### src/rtl/cpu_mem_arbiter.sv
// Shares one memory port between instruction fetch (I) and data access (D).
// One access in flight at a time; ties between I and D alternate by last grant.
module cpu_mem_arbiter (
    input  logic        clk,
    input  logic        rst_n,
    input  logic        inst_read,
    input  logic [31:0] inst_address,
    output logic [31:0] inst_rdata,
    output logic        inst_resp,
    input  logic        data_read,
    input  logic        data_write,
    input  logic [3:0]  data_wmask,
    input  logic [31:0] data_address,
    input  logic [31:0] data_wdata,
    output logic [31:0] data_rdata,
    output logic        data_resp,
    output logic        mem_read,
    output logic        mem_write,
    output logic [3:0]  mem_wmask,
    output logic [31:0] mem_address,
    output logic [31:0] mem_wdata,
    input  logic [31:0] mem_rdata,
    input  logic        mem_resp
);

    typedef enum logic [1:0] {
        IDLE    = 2'd0,
        SERVE_I = 2'd1,
        SERVE_D = 2'd2
    } state_e;

    state_e      state_q;
    logic        last_grant_q;
    logic        mem_read_q;
    logic        mem_write_q;
    logic [3:0]  mem_wmask_q;
    logic [31:0] mem_address_q;
    logic [31:0] mem_wdata_q;

    logic        inst_pend;
    logic        data_pend;
    logic        grant_d;

    assign inst_pend = inst_read;
    assign data_pend = data_read | data_write;

    // grant_d: 1 selects D, 0 selects I; on a tie the side not granted last wins
    always_comb begin
        grant_d = data_pend;
        if (inst_pend && data_pend) begin
            grant_d = ~last_grant_q;
        end
    end

    always_ff @(posedge clk or negedge rst_n) begin
        if (!rst_n) begin
            state_q       <= IDLE;
            last_grant_q  <= 1'b0;
            mem_read_q    <= 1'b0;
            mem_write_q   <= 1'b0;
            mem_wmask_q   <= 4'h0;
            mem_address_q <= 32'h0;
            mem_wdata_q   <= 32'h0;
        end else begin
            case (state_q)
                IDLE: begin
                    if (inst_pend || data_pend) begin
                        last_grant_q <= grant_d;
                        if (grant_d) begin
                            // A simultaneous read+write request is served as a write
                            state_q       <= SERVE_D;
                            mem_read_q    <= ~data_write;
                            mem_write_q   <= data_write;
                            mem_wmask_q   <= data_wmask;
                            mem_address_q <= data_address;
                            mem_wdata_q   <= data_wdata;
                        end else begin
                            state_q       <= SERVE_I;
                            mem_read_q    <= 1'b1;
                            mem_write_q   <= 1'b0;
                            mem_wmask_q   <= 4'h0;
                            mem_address_q <= inst_address;
                            mem_wdata_q   <= 32'h0;
                        end
                    end
                end
                SERVE_I, SERVE_D: begin
                    if (mem_resp) begin
                        state_q     <= IDLE;
                        mem_read_q  <= 1'b0;
                        mem_write_q <= 1'b0;
                    end
                end
                default: begin
                    state_q <= IDLE;
                end
            endcase
        end
    end

    assign mem_read    = mem_read_q;
    assign mem_write   = mem_write_q;
    assign mem_wmask   = mem_wmask_q;
    assign mem_address = mem_address_q;
    assign mem_wdata   = mem_wdata_q;

    // Responses are steered straight from the memory handshake in the serving state
    assign inst_resp  = (state_q == SERVE_I) && mem_resp;
    assign data_resp  = (state_q == SERVE_D) && mem_resp;
    assign inst_rdata = inst_resp ? mem_rdata : 32'h0;
    assign data_rdata = data_resp ? mem_rdata : 32'h0;

endmodule

### config.mk
export PLATFORM = sky130hd
export DESIGN_NAME = cpu_mem_arbiter
export DESIGN_NICKNAME = d
export VERILOG_FILES = /design/src/rtl/cpu_mem_arbiter.sv
export SDC_FILE = /design/constraint.sdc
export NUM_CORES = 1
export LEC_CHECK = 0
export CORE_AREA = 2 2 117 119
export DETAILED_ROUTE_END_ITERATION = 16
export DIE_AREA = 0 0 119 121
export HOLD_SLACK_MARGIN = 0.03
export PLACE_DENSITY = 0.68
export SLEW_MARGIN = 5
export SYNTH_ARGS = -nofsm -noshare
export SYNTH_HDL_FRONTEND = slang
export SYNTH_SLANG_ARGS = --single-unit
export TNS_END_PERCENT = 30
### constraint.sdc
create_clock -name clk -period 4.8 [get_ports clk]
set_input_delay 1.2 -clock clk [delete_from_list [all_inputs] [get_ports clk]]
set_output_delay 1.2 -clock clk [all_outputs]
set_load 0.02 [all_outputs]
==> metrics, run 1 <==
VDD IR-drop max 0.269 mV; cts bufs inserted 9; met3 Usage GRT just under 5%; DPL Wire Length approximately 9000 µm; Combinational Power Share a little under three fifths; Die Y-Extent approximately 120 µm; PwrDens roughly 580 nW/µm²; share of cells above drive strength 1 under 10%; Pint 2.32 mW; total I/O pin count 274; gr usage total 16.2%; Global Route met1 Usage ~17%; die width roughly 120 µm; Net Count, Synth between 400 and 500; CTS tree done; leading area contributor after synthesis dfrtp_1; Max Freq ~240 MHz; clk slew on worst S/H paths 50 ps; Synth Instances 332; Worst setup EP type output pin; Die Area about 14000 µm²; Sw Ratio between 30% and 40%; top cell type's share of synthesized area 50.6%; Final Slew Violations 0; clk_lat worst skew ~330 ps; Seq/Total Area, Yosys ~51%; worst min-delay path class reg -> reg; crit path max fanout 67; WHS Path Cells 2; FF+latch count, synth 73; Setup Skew ~5.6 ps; status complete, no violations; relative slew slack between 20% and 30%; part of the power in registers 27.8%; n_diodes 0; RSZ-0062 raised after global routing false; gr busiest metal met2; Ys Warns 0; final worst-path cycle share roughly 86%; Vias/cell 4.56; nets 728; Critical-path top delay cell clkdlybuf4s50_1; most frequent CP cell clkdlybuf4s50_1; Tmin final about 4100 ps; crit path DAT 2930 ps; worst hold slack between 400 and 500 ps; vias in the first global route around 3500; H-tree levels 3; First-pass DRT Iterations 4; wire per inst 15.3 µm; Sum Neg Setup Slack 0 ps; initial antenna violation count 0; core area ~13000 µm²; gpl congestion 0.841; aggregate global routing overflow 0; fill count 1174; TritonCTS Sinks 73; DRC 0; Post-CTS Setup Inserts 0; Syn Area/Cell 10.9 µm²; Multi-input gate area 1540 µm²; DR iter-0 viols between 90 and 100; Clock Path Buffers 2; CTS root buf clkbuf_16; DRT antenna net count 0; worst reg2reg endpoint state_q[1]; Fin. Hold Viols 0; Layout area overhead 83.9%; Least-Margin Pin Slew 1070 ps; hold wc startpoint mem_address[2]; Critical Path Source Type primary input; hold worst-path end mem_address[2]; reg2reg setup slack between 2000 and 3000 ps; via count approximately 3500; critical path class in -> out; reg2reg path depth 4; count of cell types in the netlist 30; PortBufs ~270; reg-to-reg critical path startpoint state_q[0]; Area contributors post-synth dfrtp_1, and3_1, mux2i_1; Pleak roughly 3.0 nW; reported net switching power around 1.5 mW; Hold-fix buffers, CTS 0; Worst path max stage delay 610 ps; met2 Resource Use GR 29.3%; # Max-Cap Violations 0; post-CTS sizing 0; crit path cell chain clkdlybuf4s50_1 > buf_4 > and3_1 > clkdlybuf4s50_1; WP data required about 3600 ps; Initial Util 27.6%; largest net degree at the start of global routing 74; cell area after synthesis 3610 µm²; Reg area 1830 µm²; Clk pwr share 16.3%; final setup fails 0; detailed-route wire length 11700 µm; first-pass GRT wire length between 15000 and 20000 µm; placement row count 42
cell usage in the layout (no fill, tap or decap), types with 2 or more instances in the layout:
master	n
clkinv_2	2
o21ai_1	32
nand2_1	35
and3_1	64
buf_4	5
ha_1	3
a22o_1	35
dfrtp_1	73
and2_1	2
clkbuf_16	9
a31oi_1	3
clkdlybuf4s50_1	272
inv_1	5
o31ai_1	2
mux2i_1	32
logic make-up after synthesis:
family	synth area share [%]
AO/OA/AOI/OAI	16.5
AND/OR/NAND/NOR	15.8
buffers and inverters	7.07
flip-flops	50.6
adder cells (fa/ha/maj)	1.04
multiplexers	8.88
per-stage QoR:
step                instances  setup WS, ps  total power [mW]  utilization, %  area [µm²]
global placement          752           703              3.20            48.6        6360
detailed placement        752           677              3.24            48.6        6360
floorplan                 332          1700              2.33               -        3610
CTS                       765           676              3.88            50.7        6640
finish                    765           667              3.82            50.7        6640
global route              765           576              4.08            50.7        6640
sequential cells by signal, indices dropped and copies added (netlist names):
signal	flops
mem_address	32
mem_wdata	32
mem_wmask	4
state_q	2
last_grant_q	1
mem_read	1
mem_write	1
worst max-delay path, delay by kind of cell:
family | cells | cell delay (ps)
simple gates | 1 | 270
buf+inv | 3 | 1440
metal layers:
metal | share of wire, % | vias to the layer above
li1 | - | 1711
met1 | 38 | 1590
met2 | 52 | 163
met3 | 7.3 | 23
met4 | 2.8 | 0
met5 | 0 | -
synth_stat cells:
cell type   n
dfrtp_1    73
and3_1     64
a22o_1     35
nand2_1    35
mux2i_1    32
o21ai_1    32
clkbuf_1   15
buf_6       6
buf_4       5
inv_1       5
buf_2       4
a31oi_1     3
ha_1        3
and2_1      2
buf_12      2
o31ai_1     2
a21o_1      1
buf_8       1
nand2b_1    1
nor2b_1     1
nor4b_1     1
o211a_1     1
o22a_1      1
o22ai_1     1
o2bb2ai_1   1
o2bb2ai_2   1
o311a_1     1
o31ai_4     1
o41ai_1     1
or3_1       1
layout make-up:
class / count / area share, %
timing repair buffer: 277 / 41.6
sequential: 73 / 27.5
multi-input combinational: 221 / 23.2
clock buffer: 9 / 3.39
tap: 176 / 3.32
clock inverter: 4 / 0.716
inverter: 5 / 0.283
worst max path at each step:
stage,start,to
2_1_floorplan,mem_resp,inst_rdata[25]
3_3_place_gp,mem_resp,data_rdata[6]
3_5_place_dp,mem_resp,data_rdata[6]
4_1_cts,mem_resp,data_rdata[6]
5_1_grt,mem_resp,data_rdata[9]
6_report,mem_resp,data_rdata[9]
power by group through the flow:
stage / sequential (mW) / combinational, mW / clock [mW]
after detailed placement: 1.07 / 2.17 / 0
after CTS: 1.07 / 2.17 / 0.644
after floorplan: 1.39 / 0.937 / 0
final: 1.06 / 2.14 / 0.623
after global routing: 1.11 / 2.30 / 0.676
after global placement: 1.07 / 2.14 / 0
Power figures use the tool's default switching activity.
==> run 2: changes to the inputs <==
- MAX_ROUTING_LAYER: not set -> met4
==> run 2 against run 1 <==
Against the previous run: global-route usage rose by 0.43 points; clock power about the same; setup slack barely moved; power is essentially flat; register-to-register slack about the same; sequential power about the same; critical path depth is the same; critical endpoint unchanged; largest power group unchanged.
==> metrics, run 2 (synthesis gave the netlist of run 1 again) <==
core area ~13000 µm²; Tmin final 4130 ps; cts bufs inserted 9; Final Slew Violations 0; Die Area 14400 µm²; WP data required 3600 ps; RSZ-0062 raised after global routing false; clk slew on worst S/H paths 50 ps; TritonCTS Sinks 73; most frequent cells in the layout clkdlybuf4s50_1, dfrtp_1, and3_1, nand2_1, a22o_1; leading cell type in the layout, fill and taps excluded clkdlybuf4s50_1; gpl congestion between 0.8 and 0.9; Max Freq approximately 240 MHz; Initial Util about 28%; first-pass GRT wire length between 15000 and 20000 µm; setup slack after placement roughly 680 ps; Die Y-Extent approximately 120 µm; Pleak around 3 nW; H-tree levels 3; Hold-fix buffers, CTS 0; detailed-route wire length approximately 12000 µm; First-pass DRT Iterations 4; largest net degree at the start of global routing 74; initial antenna violation count 0; wire per inst between 15 and 20 µm; via count roughly 3500; CTS root buf clkbuf_16; placement row count 42; VDD IR-drop max between 0.2 and 0.3 mV; Least-Margin Pin Slew between 1000 and 1500 ps; # Max-Cap Violations 0; PwrDens ~580 nW/µm²; vias in the first global route 3561; worst min-delay path class reg -> reg; Setup Skew between 4 and 5 ps; critical path class in -> out; total I/O pin count around 270; nets 728; Sum Neg Setup Slack 0 ps; final worst-path cycle share roughly 86%; Fin. Hold Viols 0; clk_lat worst skew approximately 330 ps; worst hold slack ~480 ps; die width 119 µm; Post-DP Area between 6000 and 7000 µm²; PnR worst setup slack 667 ps; total power between 3 and 4 mW; crit path DAT a little under 3000 ps; Vias/cell around 4.6; Critical Path Source Type primary input; final setup fails 0; relative slew slack roughly 30%; Layout area overhead 83.9%; PortBufs about 270; DRC 0; DPL Wire Length 9050 µm; Design Area, Final between 6000 and 7000 µm²; aggregate global routing overflow 0; Layout Utilization 50.7%; Worst setup EP type output pin; DR iter-0 viols between 90 and 100; DRT antenna net count 0; Post-CTS Setup Inserts 0; crit path max fanout 67; dpl cells ~750; n_diodes 0; status complete, no violations; Clock Path Buffers 2; post-CTS sizing 0; share of cells above drive strength 1 roughly 3.4%; CTS tree done; final cell count without fillers between 700 and 800; gr usage total 16.6%
run 2: final cells by class:
class	instances	area, µm²
fillers	1174	6450
clock buffers	9	225
flip-flops and latches	73	1830
clock inverters	4	47.5
inverters	5	18.8
repair buffers	277	2760
well taps	176	220
multi-input cells	221	1540
run 2: metal layers:
layer  track usage [%]  wire length [µm]  share of wire [%]
met1              17.5              4510                 39
met2              29.5              6060                 52
met3              4.61               811                6.9
met4              6.85               314                2.7
met5                 -                 0                  0
run 2: path summary, 6_finish.rpt:
| check | startpoint | end | slack [ps] | cells past startpoint |
|---|---|---|---|---|
| max in group asynchronous | rst_n | mem_address[4] | 3200 | 1 |
| setup / recovery | mem_resp | data_rdata[9] | 670 | 4 |
| setup reg to reg | state_q[0] | state_q[1] | 2710 | 4 |
| min in group asynchronous | rst_n | mem_wdata[12] | 990 | 1 |
| hold reg to reg | mem_address[2] | mem_address[2] | 480 | 2 |
| hold / removal | mem_address[2] | mem_address[2] | 480 | 2 |
run 2: where the power goes:
part	internal [mW]	total (mW)	switching [mW]
Clock	0.391	0.622	0.231
Combinational	1.02	2.14	1.12
Sequential	0.907	1.06	0.155
Total	2.32	3.82	1.50
run 2: critical path: stages:
cell             delay, ps
clkdlybuf4s50_1        450
buf_4                  380
and3_1                 270
clkdlybuf4s50_1        610
